`src/rtl/fifo_rd_ctrl_if.sv`:
```
// Read-side bus of the dual-clock FIFO: synchronized write pointer in,
// consumer handshake in, RAM address and read-domain status out.
//   wptr_gray_sync : Gray write pointer, already synchronized to clk
//   rd_en/clr_err  : consumer read request / underflow clear
//   rd_addr        : RAM read address
//   rd_ptr_gray    : registered Gray read pointer to write domain
//   rd_valid, empty, almost_empty, rd_count, underflow : status
interface fifo_rd_ctrl_if #(
  parameter int unsigned PTR_WIDTH = 4
);
  logic [PTR_WIDTH:0]   wptr_gray_sync;
  logic                 rd_en;
  logic                 clr_err;
  logic [PTR_WIDTH-1:0] rd_addr;
  logic [PTR_WIDTH:0]   rd_ptr_gray;
  logic                 rd_valid;
  logic                 empty;
  logic                 almost_empty;
  logic [PTR_WIDTH:0]   rd_count;
  logic                 underflow;

  // Consumer / write-pointer source side
  modport master (
    output wptr_gray_sync, rd_en, clr_err,
    input  rd_addr, rd_ptr_gray, rd_valid, empty, almost_empty, rd_count, underflow
  );

  // Read controller side
  modport slave (
    input  wptr_gray_sync, rd_en, clr_err,
    output rd_addr, rd_ptr_gray, rd_valid, empty, almost_empty, rd_count, underflow
  );
endinterface

```
`src/rtl/fifo_rd_ctrl.sv`:
```
// Read-side controller of the dual-clock FIFO (read clock domain).
// Owns the binary/Gray read pointer, drives the RAM read address and
// produces empty, almost_empty, rd_count and a sticky underflow flag.
//   clk  : read-domain clock
//   rst  : asynchronous active-high reset
//   bus  : fifo_rd_ctrl_if.slave (see interface for signal list)
module fifo_rd_ctrl #(
  parameter int unsigned PTR_WIDTH = 4,
  parameter int unsigned AE_LEVEL  = 2
) (
  input  logic           clk,
  input  logic           rst,
  fifo_rd_ctrl_if.slave  bus
);
  localparam int unsigned PW = PTR_WIDTH + 1;

  logic [PW-1:0] r_rbin;
  logic [PW-1:0] r_rgray;
  logic          r_valid;
  logic          r_empty;
  logic          r_ae;
  logic [PW-1:0] r_count;
  logic          r_uflow;

  logic [PW-1:0] w_wbin;
  logic          w_accept;
  logic [PW-1:0] w_rbin_next;
  logic [PW-1:0] w_rgray_next;
  logic [PW-1:0] w_count;

  // Gray-to-binary: bit i is the XOR of all Gray bits from i upward
  always_comb begin
    w_wbin = '0;
    for (int i = 0; i < int'(PW); i++) begin
      w_wbin[i] = ^(bus.wptr_gray_sync >> i);
    end
  end

  // Accept is qualified by the registered empty, never a combinational one
  assign w_accept     = bus.rd_en & ~r_empty;
  assign w_rbin_next  = r_rbin + PW'(w_accept);
  assign w_rgray_next = w_rbin_next ^ (w_rbin_next >> 1);
  // Modulo subtraction keeps the count correct across pointer wrap
  assign w_count      = w_wbin - w_rbin_next;

  // Pointer and status registers
  always_ff @(posedge clk or posedge rst) begin
    if (rst) begin
      r_rbin  <= '0;
      r_rgray <= '0;
      r_valid <= 1'b0;
      r_empty <= 1'b1;
      r_ae    <= 1'b1;
      r_count <= '0;
      r_uflow <= 1'b0;
    end else begin
      r_rbin  <= w_rbin_next;
      r_rgray <= w_rgray_next;
      r_valid <= w_accept;
      r_empty <= (w_rgray_next == bus.wptr_gray_sync);
      r_ae    <= (w_count <= PW'(AE_LEVEL));
      r_count <= w_count;
      // Set has priority over clear
      r_uflow <= (bus.rd_en & r_empty) | (r_uflow & ~bus.clr_err);
    end
  end

  assign bus.rd_addr      = r_rbin[PTR_WIDTH-1:0];
  assign bus.rd_ptr_gray  = r_rgray;
  assign bus.rd_valid     = r_valid;
  assign bus.empty        = r_empty;
  assign bus.almost_empty = r_ae;
  assign bus.rd_count     = r_count;
  assign bus.underflow    = r_uflow;
endmodule

```
`src/flat_wrapper.sv`:
```
// flat-port wrapper written by rule: the top's interface ports become plain ports
module fifo_rd_ctrl_flat 
#(
  parameter int unsigned PTR_WIDTH = 4,
  parameter int unsigned AE_LEVEL  = 2
)
  (clk, rst, bus_wptr_gray_sync, bus_rd_en, bus_clr_err, bus_rd_addr, bus_rd_ptr_gray, bus_rd_valid, bus_empty, bus_almost_empty, bus_rd_count, bus_underflow);
  fifo_rd_ctrl_if #(.PTR_WIDTH(PTR_WIDTH)) bus_i ();
  input  logic clk;
  input  logic rst;
  input wire logic [$bits(bus_i.wptr_gray_sync)-1:0] bus_wptr_gray_sync;
  input wire logic [$bits(bus_i.rd_en)-1:0] bus_rd_en;
  input wire logic [$bits(bus_i.clr_err)-1:0] bus_clr_err;
  output wire logic [$bits(bus_i.rd_addr)-1:0] bus_rd_addr;
  output wire logic [$bits(bus_i.rd_ptr_gray)-1:0] bus_rd_ptr_gray;
  output wire logic [$bits(bus_i.rd_valid)-1:0] bus_rd_valid;
  output wire logic [$bits(bus_i.empty)-1:0] bus_empty;
  output wire logic [$bits(bus_i.almost_empty)-1:0] bus_almost_empty;
  output wire logic [$bits(bus_i.rd_count)-1:0] bus_rd_count;
  output wire logic [$bits(bus_i.underflow)-1:0] bus_underflow;
  assign bus_i.wptr_gray_sync = bus_wptr_gray_sync;
  assign bus_i.rd_en = bus_rd_en;
  assign bus_i.clr_err = bus_clr_err;
  assign bus_rd_addr = bus_i.rd_addr;
  assign bus_rd_ptr_gray = bus_i.rd_ptr_gray;
  assign bus_rd_valid = bus_i.rd_valid;
  assign bus_empty = bus_i.empty;
  assign bus_almost_empty = bus_i.almost_empty;
  assign bus_rd_count = bus_i.rd_count;
  assign bus_underflow = bus_i.underflow;
  fifo_rd_ctrl #(.PTR_WIDTH(PTR_WIDTH), .AE_LEVEL(AE_LEVEL)) u_core (.clk(clk), .rst(rst), .bus(bus_i));
endmodule
```
`config.mk`:
```
export PLATFORM = sky130hd
export DESIGN_NAME = fifo_rd_ctrl_flat
export DESIGN_NICKNAME = d
export VERILOG_FILES = /design/src/rtl/fifo_rd_ctrl_if.sv /design/src/rtl/fifo_rd_ctrl.sv /design/src/flat_wrapper.sv
export SDC_FILE = /design/constraint.sdc
export NUM_CORES = 1
export LEC_CHECK = 0
export BUFFER_PORTS_ARGS = -buffer_cell sky130_fd_sc_hd__buf_2
export CORE_MARGIN = 1.5
export CORE_UTILIZATION = 30
export CTS_CLUSTER_DIAMETER = 50
export CTS_CLUSTER_SIZE = 28
export DETAILED_ROUTE_END_ITERATION = 12
export GPL_ROUTABILITY_DRIVEN = 0
export HOLD_SLACK_MARGIN = 0.02
export PLACE_DENSITY = 0.48
export SLEW_MARGIN = 20
export SYNTH_ARGS = -nofsm -noshare
export SYNTH_HDL_FRONTEND = slang
export SYNTH_SLANG_ARGS = --single-unit
```
`constraint.sdc`:
```
create_clock -name clk -period 6.1 [get_ports clk]
set_input_delay 0.61 -clock clk [delete_from_list [all_inputs] [get_ports clk]]
set_output_delay 0.61 -clock clk [all_outputs]
set_load 0.01 [all_outputs]
```
==> results.md <==
- Worst r2r src: u_core.bus.empty
- Diode count: 0
- CTS tree: yes
- Post-route DRC: 0
- CORE AREA: 3311 µm²
- Worst-path cell chain: buf_2 > xnor3_2 > xor2_2 > xor2_1 > ha_1 > inv_1 > ha_1 > or4_1 > o2111ai_1 > nor3_2
- Total leakage power: 0.5976 nW
- Net Switching: 0.0003339 W
- Cell taking the most area after synthesis: dfrtp_1
- Area growth from synthesis to layout: 20.00%
- Most frequent cells in the layout: buf_2, dfrtp_1, inv_1, xor2_1
- Clock share of power: 0.076
- FFs w/ async S/R, synth: 1.000
- Final Instance Area: ~1200 µm²
- Internal power consumption: 0.0004056 W
- Slew @ Worst Pin: 683.3 ps
- H-tree depth: 1
- Endpoint class of the critical path: flop
- Skew final: about 2.2 ps
- R2R depth: 11
- DRT iter0 DRCs: 12
- Final setup fails: 0
- CP Class: in2reg
- Initial antenna violation count: 0
- CP Max Fanout: 5
- Final Hold Vio Count: 0
- Minimum clock period: 2796 ps
- WP data required: roughly 6300 ps
- Die Area: between 3000 and 4000 µm²
- Detailed Route WL: 1942 µm
- Layout cells sized above 1: 0.3772
- Status: finished, final reports clean
- Worst-Skew Late Latency: 280 ps
- Power share of the combinational group: 0.639
- Max Clk Rate: approximately 360 MHz
- Starting density of the core: 0.3118
- Post-CTS Setup Inserts: 0
- Die H: 61.66 µm
- EDFF count, synth: 0
- Top area cells in the synthesized netlist: dfrtp_1, xor2_1, ha_1
- Share of the synthesized area in the top cell type: 0.3879
- Mapped Cells: 86
- CTS Buffer Depth: 2
- Synth Flop Type: dfrtp_1
- Post-synth design cell area: ~1000 µm²
- Drt first pass iters: 4
- Max-Cap Viols: 0
- Worst EP arrival: between 3000 and 4000 ps
- Clock-pin slew on the worst setup and hold paths: 90 ps
- Most used cell, CP: ha_1
- Setup crit start kind: input pin
- Placed Area: ~1200 µm²
- Switch share: 0.4515
- Max IR drop VDD: about 0.00016 V
- Fin Setup TNS: 0 ps
- Final Max Slew Viols: 0
- # IOs: 27
- HP Class: in2async
- NumNets Final: 130
- YS warnings: 0
- Worst relative slew slack: 0.5440
- Avg Cell Area, Syn: approximately 12 µm²
- TritonCTS buffer count: 3
- Pwr/cell area: approximately 600 nW/µm²
- Number of global-route vias before repair: approximately 660
- Hold-fix buffers at CTS: 0
- FP Rows: 21
- Worst reg2reg setup slack: around 3300 ps
- Largest net degree at the start of global routing: 19
- Critical path's largest stage delay: around 580 ps
- First-pass GRT wire length: ~3000 µm
- Post-synthesis sequential area ratio: 0.4388
- Hold slack: 412.9 ps
- Syn_nets: 100
- DR vias: between 700 and 800
- RSZ-0062 raised after global routing: false
- Synth Register Bits: 18
- Most common cell after layout, fill and taps aside: buf_2
- Clock root buffer: clkbuf_4
- Die W: roughly 60 µm
- Netlist cell types: 37
- Period utilisation layout: 0.4584
- Via density: between 4 and 5
- CTS sink count: 18
- Dpl hpwl: roughly 1600 µm
- GR Overflow Total: 0
- FF-to-FF End: u_core.bus.almost_empty
- CTS resizes: 0
- Port bufs: 26
- GRT Total Usage: 0.1123
- Sequential share of power: 0.285
- ANT nets after route: 0
- Wire per inst: ~12 µm
- CP max stage cell: or4_1
[worst max-delay path, delay by kind of cell]
family                   cells  cell delay [ps]
adder cells (fa/ha/maj)      2              410
AO/OA/AOI/OAI                1              160
XOR/XNOR                     3              990
buffers and inverters        2              190
AND/OR/NAND/NOR              2              640
[power by group through the flow]
| stage | combinational, W | sequential, W | clock, W |
|---|---|---|---|
| floorplan | 0.000320 | 0.000243 | 0 |
| global placement | 0.000474 | 0.000214 | 0 |
| detailed placement | 0.000478 | 0.000215 | 0 |
| CTS | 0.000479 | 0.000212 | 0.0000596 |
| global route | 0.000531 | 0.000218 | 0.0000654 |
| finish | 0.000472 | 0.000211 | 0.0000564 |
[worst max path at each step]
stage / from / to / slack (ps) / cells after the start
final: bus_wptr_gray_sync[3] / u_core.bus.almost_empty / 3300 / 10
after global routing: u_core.bus.empty / u_core.bus.almost_empty / 3070 / 11
after CTS: bus_wptr_gray_sync[3] / u_core.bus.almost_empty / 3280 / 10
after detailed placement: bus_wptr_gray_sync[3] / u_core.bus.almost_empty / 2980 / 10
after global placement: bus_wptr_gray_sync[3] / u_core.bus.almost_empty / 3010 / 10
after floorplan: bus_wptr_gray_sync[3] / u_core.bus.almost_empty / 3400 / 9
[Yosys cell counts (all sizes together) (2+ instances only)]
| cell type | instances |
|---|---|
| or2 | 2 |
| dfrtp | 16 |
| nor3b | 2 |
| xor2 | 12 |
| nor2 | 4 |
| inv | 9 |
| ha | 5 |
| xnor2 | 5 |
| nand3 | 2 |
| xnor3 | 2 |
| nand2 | 5 |
| dfstp | 2 |
[metal layers]
layer  routed length (µm)  vias to the layer above  GRT usage
li1                     -                      350          -
met1                  830                      326     0.1419
met2                  976                       21     0.1744
met3                   77                        7    0.02731
met4                   57                        0    0.06383
met5                    0                        -          0
[flip-flops by register name, indices dropped and copies added (netlist names)]
| register | flops |
|---|---|
| u_core.r_rbin | 5 |
| u_core.bus.empty | 1 |
| u_core.bus.almost_empty | 1 |
| u_core.bus.rd_valid | 1 |
| u_core.bus.rd_ptr_gray | 4 |
| u_core.bus.rd_count | 5 |
| u_core.bus.underflow | 1 |
[per-stage QoR]
stage / power [W] / setup WS, ps / instances / utilization
finish: 0.0007395 / 3304 / 160 / 0.3742
global route: 0.0008143 / 3072 / 160 / 0.3742
CTS: 0.0007513 / 3285 / 160 / 0.3742
detailed placement: 0.0006925 / 2978 / 157 / 0.3673
global placement: 0.0006882 / 3007 / 157 / 0.3673
floorplan: 0.0005634 / 3399 / 86 / -
[cell families after synthesis]
kind of cell	after synthesis	synth area share
AND/OR/NAND/NOR	21	0.1140
XOR/XNOR	19	0.2364
flip-flops	18	0.4388
AO/OA/AOI/OAI	13	0.1139
buffers and inverters	10	0.03636
adder cells (fa/ha/maj)	5	0.06061
[layout make-up]
class                           count  area (µm²)
Clock buffer                        3       22.52
Sequential cell                    18       452.9
Fill cell                         349        2072
Multi-Input combinational cell     58       541.8
Tap cell                           46       57.56
Timing Repair Buffer               26       130.1
Inverter                            9       33.78
Power figures use the tool's default switching activity.
